File: src/rtl/dft_sequencer.sv
// dft_sequencer: central controller for the direct-DFT MAC datapath.
// Waits for the sample RAM to be loaded, copies it into the cache, then runs
// the k/n double loop driving accumulator clear/enable and result write-back.
module dft_sequencer #(
    parameter int IDX_W   = 12,
    parameter int MAC_LAT = 2
) (
    input  logic             clk,
    input  logic             rst,
    input  logic             start,
    input  logic             mac_mode,
    input  logic [IDX_W-1:0] sample_num,
    input  logic             data_loaded,
    output logic             load_to_cache,
    output logic             ram_mode,
    output logic [IDX_W-1:0] cache_addr,
    output logic [IDX_W-1:0] k_idx,
    output logic             acc_clear,
    output logic             acc_en,
    output logic             res_valid,
    output logic [IDX_W-1:0] res_addr,
    input  logic             res_ready,
    output logic             busy,
    output logic             done,
    output logic             err,
    output logic [2:0]       state
);

    localparam logic [2:0] S_IDLE       = 3'd0;
    localparam logic [2:0] S_WAIT_LOAD  = 3'd1;
    localparam logic [2:0] S_CACHE_FILL = 3'd2;
    localparam logic [2:0] S_COMPUTE    = 3'd3;
    localparam logic [2:0] S_DRAIN      = 3'd4;
    localparam logic [2:0] S_WRITE      = 3'd5;
    localparam logic [2:0] S_DONE       = 3'd6;

    // Drain counter runs 0..MAC_LAT-1.
    localparam int DW = (MAC_LAT > 1) ? $clog2(MAC_LAT) : 1;

    logic [2:0]         r_state;
    logic [IDX_W-1:0]   r_n;
    logic [IDX_W-1:0]   r_cache_addr;
    logic [IDX_W-1:0]   r_k_idx;
    logic [MAC_LAT-1:0] r_pipe;
    logic [DW-1:0]      r_drain;
    logic               r_err;

    logic [IDX_W-1:0]   w_last;
    logic               w_issue;
    logic               w_start_req;

    // Highest valid index for the latched N; N>=2 guarantees no underflow.
    assign w_last      = r_n - 1'b1;
    // Every COMPUTE cycle issues one cache read / twiddle lookup.
    assign w_issue     = (r_state == S_COMPUTE);
    assign w_start_req = start && mac_mode;

    // Main sequencer: state, N latch, n/k indices, drain timer and err pulse.
    always_ff @(posedge clk) begin
        if (rst) begin
            r_state      <= S_IDLE;
            r_n          <= '0;
            r_cache_addr <= '0;
            r_k_idx      <= '0;
            r_drain      <= '0;
            r_err        <= 1'b0;
        end else begin
            r_err <= 1'b0;
            case (r_state)
                S_IDLE: begin
                    if (w_start_req) begin
                        if (sample_num >= IDX_W'(2)) begin
                            r_n     <= sample_num;
                            r_state <= S_WAIT_LOAD;
                        end else begin
                            r_err <= 1'b1;
                        end
                    end
                end
                S_WAIT_LOAD: begin
                    if (data_loaded) begin
                        r_cache_addr <= '0;
                        r_state      <= S_CACHE_FILL;
                    end
                end
                S_CACHE_FILL: begin
                    if (r_cache_addr == w_last) begin
                        r_cache_addr <= '0;
                        r_k_idx      <= '0;
                        r_state      <= S_COMPUTE;
                    end else begin
                        r_cache_addr <= r_cache_addr + 1'b1;
                    end
                end
                S_COMPUTE: begin
                    // Address parks at N-1 once the last sample is issued.
                    if (r_cache_addr == w_last) begin
                        r_drain <= '0;
                        r_state <= S_DRAIN;
                    end else begin
                        r_cache_addr <= r_cache_addr + 1'b1;
                    end
                end
                S_DRAIN: begin
                    if (r_drain == DW'(MAC_LAT - 1)) begin
                        r_state <= S_WRITE;
                    end else begin
                        r_drain <= r_drain + 1'b1;
                    end
                end
                S_WRITE: begin
                    if (res_ready) begin
                        if (r_k_idx == w_last) begin
                            r_state <= S_DONE;
                        end else begin
                            r_k_idx      <= r_k_idx + 1'b1;
                            r_cache_addr <= '0;
                            r_state      <= S_COMPUTE;
                        end
                    end
                end
                S_DONE: begin
                    r_state <= S_IDLE;
                end
                default: begin
                    r_state <= S_IDLE;
                end
            endcase
        end
    end

    // Issue strobe delayed MAC_LAT cycles to line acc_en up with the product.
    always_ff @(posedge clk) begin
        if (rst) begin
            r_pipe <= '0;
        end else begin
            r_pipe[0] <= w_issue;
            for (int i = 1; i < MAC_LAT; i++) begin
                r_pipe[i] <= r_pipe[i-1];
            end
        end
    end

    assign state         = r_state;
    assign busy          = (r_state != S_IDLE);
    assign ram_mode      = (r_state == S_IDLE) || (r_state == S_WAIT_LOAD) ||
                           (r_state == S_CACHE_FILL);
    assign load_to_cache = (r_state == S_CACHE_FILL);
    assign cache_addr    = r_cache_addr;
    assign k_idx         = r_k_idx;
    assign acc_clear     = (r_state == S_COMPUTE) && (r_cache_addr == '0);
    assign acc_en        = r_pipe[MAC_LAT-1];
    assign res_valid     = (r_state == S_WRITE);
    assign res_addr      = r_k_idx;
    assign done          = (r_state == S_DONE);
    assign err           = r_err;

endmodule

File: config.mk
export PLATFORM = sky130hd
export DESIGN_NAME = dft_sequencer
export DESIGN_NICKNAME = d
export VERILOG_FILES = /design/src/rtl/dft_sequencer.sv
export SDC_FILE = /design/constraint.sdc
export NUM_CORES = 1
export LEC_CHECK = 0
export CORE_MARGIN = 3
export CORE_UTILIZATION = 30
export CTS_CLUSTER_SIZE = 30
export DETAILED_ROUTE_END_ITERATION = 8
export GPL_ROUTABILITY_DRIVEN = 0
export GPL_TIMING_DRIVEN = 0
export PLACE_DENSITY = 0.54
export SLEW_MARGIN = 20
export SYNTH_ARGS = -nofsm -noshare
export SYNTH_HDL_FRONTEND = slang
export SYNTH_SLANG_ARGS = --single-unit
File: constraint.sdc
create_clock -name clk -period 4.1 [get_ports clk]
set_clock_uncertainty 0.1 [all_clocks]
set_input_delay 0.82 -clock clk [delete_from_list [all_inputs] [get_ports clk]]
set_output_delay 0.82 -clock clk [all_outputs]
set_load 0.02 [all_outputs]
# After elaboration in Yosys (flattened, before gate mapping)
# Cells that the tools add are included.
# totals
register_bits	43
in_bits	18
out_inout_bits	47
wordCells	70
# op_classes
n_addsub	4
order_cmp	1
n_eq_ne	17
n_mux	23
bitwise	2
reduce_logical	16
# op_table
op	n
two-way mux 12 bit	8
case mux 12 bit (4 select lines)	1
adder 12 x 1 -> 12 bit, second input constant	2
== test 12 bit	2
two-way mux 3 bit	8
case mux 12 bit (2 select lines)	1
case mux 3 bit (6 select lines)	1
>= comparator 12 x 2 -> 1 bit, second input constant	1
logical NOT 12 bit	1
inequality test 2 bit, second input constant	6
subtractor 12 x 1 -> 12 bit, second input constant	1
== test 3 bit, second input constant	3
AND reduction 7 bit	1
== test 3 x 2 -> 1 bit, second input constant	2
inequality test 2 x 1 -> 1 bit, second input constant	3
AND reduction 5 bit	1
AND reduction 4 bit	1
nonzero test 2 bit	2
nonzero test 4 bit	1
== test 3 x 1 -> 1 bit, second input constant	1
logical NOT 3 bit	1
two-way mux 1 bit	3
AND reduction 3 bit	1
nonzero test 3 bit	1
7 further kinds	10

# Logic depth before layout (Yosys ltp)
# depth
depth_word	5
mapped_depth	13

# Worst setup path after synthesis
# No wires, ideal clock.
# synth_timing
kind	register to register
from	register r_n[0]
to	register r_cache_addr[10], in the netlist cache_addr[10]
arrival_time_ps	3518
required_time_ps	3930
path_slack_ps	412
path_stages_with_launch	14
n_path_buf	3
cell_sequence	dfxtp_1 inv_1 ha_1 or3b_2 or3_1 o311a_1 or4b_1 or3_1 buf_2 and2_0 clkbuf_1 a21o_1 buf_2 a21oi_1
# synth_between
elab_chain_cells	4
elab_cells_between_ends	8
# synth_rtl
item	line_no	rtl
start: declaration	41	logic [IDX_W-1:0] r_n;
start signal: assignment	73	r_n <= sample_num;
subtractor 12 x 1 -> 12 bit (*)	53	assign w_last = r_n - 1'b1;
== test 12 bit, on equally long branches	87, 97, 113	
two-way mux 12 bit or inequality test 2 bit (tied branches)	n/a	
case mux 12 bit (4 select lines) or AND reduction 5 bit (tied branches)	n/a	
end signal: assignment	92	r_cache_addr <= r_cache_addr + 1'b1;
end signal: assignment	101	r_cache_addr <= r_cache_addr + 1'b1;
end: declaration	42	logic [IDX_W-1:0] r_cache_addr;
# Mark *: on every way between the ends. The rest lies on a longest branch, timed or not.
# A chain may end at the register's enable or synchronous reset.

# Final worst setup path
# layout_timing
from	register r_n[0]
to	register r_cache_addr[11], in the netlist cache_addr[11]
# The elaborated chain is that of the path after synthesis.

==> impl_metrics.toml <==
[worst_setup_path]
cp_slowest_stage_delay_ps = 570
r2r_cells = 13
worstPathRequired_ps = 4230
worstPathBufferInverterCount = 4
cp_top_family = "simple AND/OR/NAND/NOR gates"
critical_path_sink_type = "flip-flop"
critical_path_cell_sequence = "inv_1, ha_1, or3b_4, or3_1, o311a_1, or4b_1, or3_1, buf_2, and2_0, clkbuf_1, a21o_1, buf_2, a21oi_1"
timing_worst_setup_path_type = "flip-flop to flip-flop"
cp.depth = 13
critical_path_peak_fanout = 9
r2r-end = "cache_addr[11]$_SDFFE_PP0P_"
worst_r2r_startpoint = "r_n[0]$_SDFFE_PP0P_"
setup.reg_to_reg.worst_slack_ps = 220
critical-path-slowest-cell = "sky130_fd_sc_hd__or4b_1"
sort_of_element_at_the_start_of_the_critical_path = "flip-flop"
cp_startpoint = "r_n[0]$_SDFFE_PP0P_"
timing.critical_path.to = "cache_addr[11]$_SDFFE_PP0P_"
critical_path_arrival_ps = 4010

[synth]
synthArstFlopShare = 0
synth.net_count = 357
postSynthRegisterBits = 43
netlist_area_sq_mm = 0.00281
number_of_flops_mapped_to_enable_cells_by_yosys = 0
yosys_warnings = 0
post_synth.cell_area_avg_sq_um = 8.37
synth.lib_cells_used.distinct = 52
ys_dominant_reg_cell = "sky130_fd_sc_hd__dfxtp_1"
postSynthCellCount = 335
synth.yosys.seq_area_share = 0.307

[floorplanning]
die-width_um = 103
starting_density_of_the_core = 0.316
boundaryPins = 65
placeableCoreArea_sq_mm = 0.00889
fp.dieArea_sq_mm = 0.0105
std_cell_rows = 34
die_h_um = 103

[clock_network]
clock_path_buffers = 2
cts_tree = "built"
cts-root-buf = "sky130_fd_sc_hd__clkbuf_8"
clock_latency_ps = 290
clock-sinks = 43
h-tree-depth = 2
tritoncts.num_buffers = 5
worst_setup_hold_path_clk_slew_ps = 80

[global_routing]
groute.usage.overall = 0.148
wire_length_of_the_first_global_routing_pass_um = 12300
initial_antenna_violation_count = 0
grt_max_degree = 12
grt_remaining_overflow = 0
number_of_global_route_vias_before_repair = 2484

[sta]
timing.setup.tns_ps = 0
final_critical_delay_including_setup_and_external_delays_ps = 3880
whs_ps = 355
finalMaxSlewViolations = 0
grt_setup_unrepaired = "false"
timing.final.crit_share = 0.946
timing.final.setup_violations = 0
worstMarginPinSlew_ps = 826
relSlewSlack = 0.444
achievable-frequency_mhz = 258
hold_violations = 0

[detailed_routing]
drcViolationCount = 0
totalWireLength_um = 7600
drt_iter0_drc = 103
final_antenna_net_count = 0
drt-vias-per-instance = 5.16
drt-wirelength-per-cell_um = 14.8
count_of_tritonroute_iterations_in_the_first_routing_pass = 4
vias = 2647

[pwr]
total_switching_power_w = 0.000256
leakage_power_total_nw = 1.33
p_sw_frac = 0.287
combinationalPowerShare = 0.226
power_report.internal_total_w = 0.000636
sequentialPowerShare = 0.492
ir_drop_uv = 109
power_density_mw_per_mm2 = 244
clock_power_frac = 0.282

[layout]
antenna_cells = 0
layout_commonest_cell = "sky130_fd_sc_hd__clkdlybuf4s50_1"
drive_above_1_share = 0.0840
final_net_count = 428
syn_to_final_growth_pct = 30.4
most-common-layout-cells = "sky130_fd_sc_hd__clkdlybuf4s50_1, sky130_fd_sc_hd__dfxtp_1, sky130_fd_sc_hd__nor2_1"

[outcome]
run_status = "finished, final reports clean"

[hold_path]
hold_path.class = "flip-flop to flip-flop"

[run]
maxCapViolations = 0

[place]
portBuffers = 64
detailedPlacementHpwl_um = 5910
-- flip-flops by register name (all words and copies together) (netlist names) --
signal	count
r_n	12
k_idx	12
state	3
r_pipe	2
cache_addr	12
err	1
r_drain	1
-- Yosys cell counts (2+ instances only) --
master,instances,share of area
sky130_fd_sc_hd__or3b_2,2,0.0062
sky130_fd_sc_hd__dfxtp_1,43,0.31
sky130_fd_sc_hd__xnor3_1,2,0.016
sky130_fd_sc_hd__buf_1,2,0.0027
sky130_fd_sc_hd__a31o_2,3,0.0094
sky130_fd_sc_hd__buf_2,5,0.0089
sky130_fd_sc_hd__nor2_1,29,0.039
sky130_fd_sc_hd__a21oi_1,21,0.037
sky130_fd_sc_hd__o21ai_0,12,0.021
sky130_fd_sc_hd__nand3_1,11,0.020
sky130_fd_sc_hd__nor3_1,8,0.014
sky130_fd_sc_hd__nor4_1,7,0.016
sky130_fd_sc_hd__mux2i_1,15,0.054
sky130_fd_sc_hd__nor2b_1,5,0.011
sky130_fd_sc_hd__nand2_1,21,0.028
sky130_fd_sc_hd__xor2_1,13,0.041
sky130_fd_sc_hd__o211ai_1,2,0.0054
sky130_fd_sc_hd__or4_1,11,0.029
sky130_fd_sc_hd__clkbuf_1,10,0.013
sky130_fd_sc_hd__nand4_1,7,0.016
sky130_fd_sc_hd__o31ai_1,10,0.027
sky130_fd_sc_hd__and3_1,9,0.020
sky130_fd_sc_hd__nand2b_1,2,0.0045
sky130_fd_sc_hd__inv_1,10,0.013
sky130_fd_sc_hd__buf_4,12,0.032
sky130_fd_sc_hd__or3_1,10,0.022
sky130_fd_sc_hd__ha_1,4,0.018
sky130_fd_sc_hd__xnor2_1,25,0.078
-- layout make-up --
type | count | area, sq um
inverter | 10 | 37.5
buffer | 30 | 171
timing repair buffer | 64 | 641
sequential | 43 | 862
fill | 928 | 5230
tap | 108 | 135
clock buffer | 6 | 72.6
multi-input combinational | 252 | 1740
-- logic make-up (layout without fill, tap and decap cells) --
group | after synthesis | in the layout | synth area share
buf+inv | 40 | 110 | 0.0745
compound gates | 58 | 58 | 0.134
xor+xnor | 41 | 41 | 0.143
fa+ha+maj | 4 | 4 | 0.0178
mux | 15 | 15 | 0.0535
flops | 43 | 43 | 0.307
simple gates | 134 | 134 | 0.270
-- worst min-delay path by stage --
stage,start,to,cells past startpoint
after floorplan,r_pipe[0]$_SDFF_PP0_,r_pipe[1]$_SDFF_PP0_,1
after global placement,r_pipe[0]$_SDFF_PP0_,r_pipe[1]$_SDFF_PP0_,1
after detailed placement,r_pipe[0]$_SDFF_PP0_,r_pipe[1]$_SDFF_PP0_,1
after CTS,r_pipe[0]$_SDFF_PP0_,r_pipe[1]$_SDFF_PP0_,1
after global routing,r_pipe[0]$_SDFF_PP0_,r_pipe[1]$_SDFF_PP0_,1
final,r_pipe[0]$_SDFF_PP0_,r_pipe[1]$_SDFF_PP0_,1
-- power groups by stage --
stage               registers, W  logic, W  clock network (W)
finish                  0.000439  0.000202           0.000251
floorplan               0.000447  0.000142                  0
detailed placement      0.000449  0.000199                  0
CTS                     0.000439  0.000201           0.000261
global placement        0.000449  0.000198                  0
global route            0.000441  0.000223           0.000277
-- metrics by stage --
step	utilization	cell area, sq um	setup WS [ps]	cells	total power, W
floorplan	-	2810	412	335	0.000589
global placement	0.403	3580	124	507	0.000647
detailed placement	0.403	3580	109	507	0.000648
CTS	0.411	3650	73.1	513	0.000901
global route	0.411	3660	23.9	513	0.000941
finish	0.411	3660	220	513	0.000892
-- routing by layer --
layer | global-route usage | vias up | wire length, um | share of wire
li1 | - | 1338 | - | -
met4 | 0.0373 | 0 | 91 | 0.012
met3 | 0.0257 | 6 | 302 | 0.040
met1 | 0.212 | 1244 | 3890 | 0.51
met5 | 0 | - | 0 | 0
met2 | 0.231 | 59 | 3310 | 0.44
-- repair_timing --
action                     CTS  global route
setup endpoints to repair    0            12
setup buffers                0             0
resized for setup            0             2
hold buffers                 0             0
(Power assumes the default switching activity.)
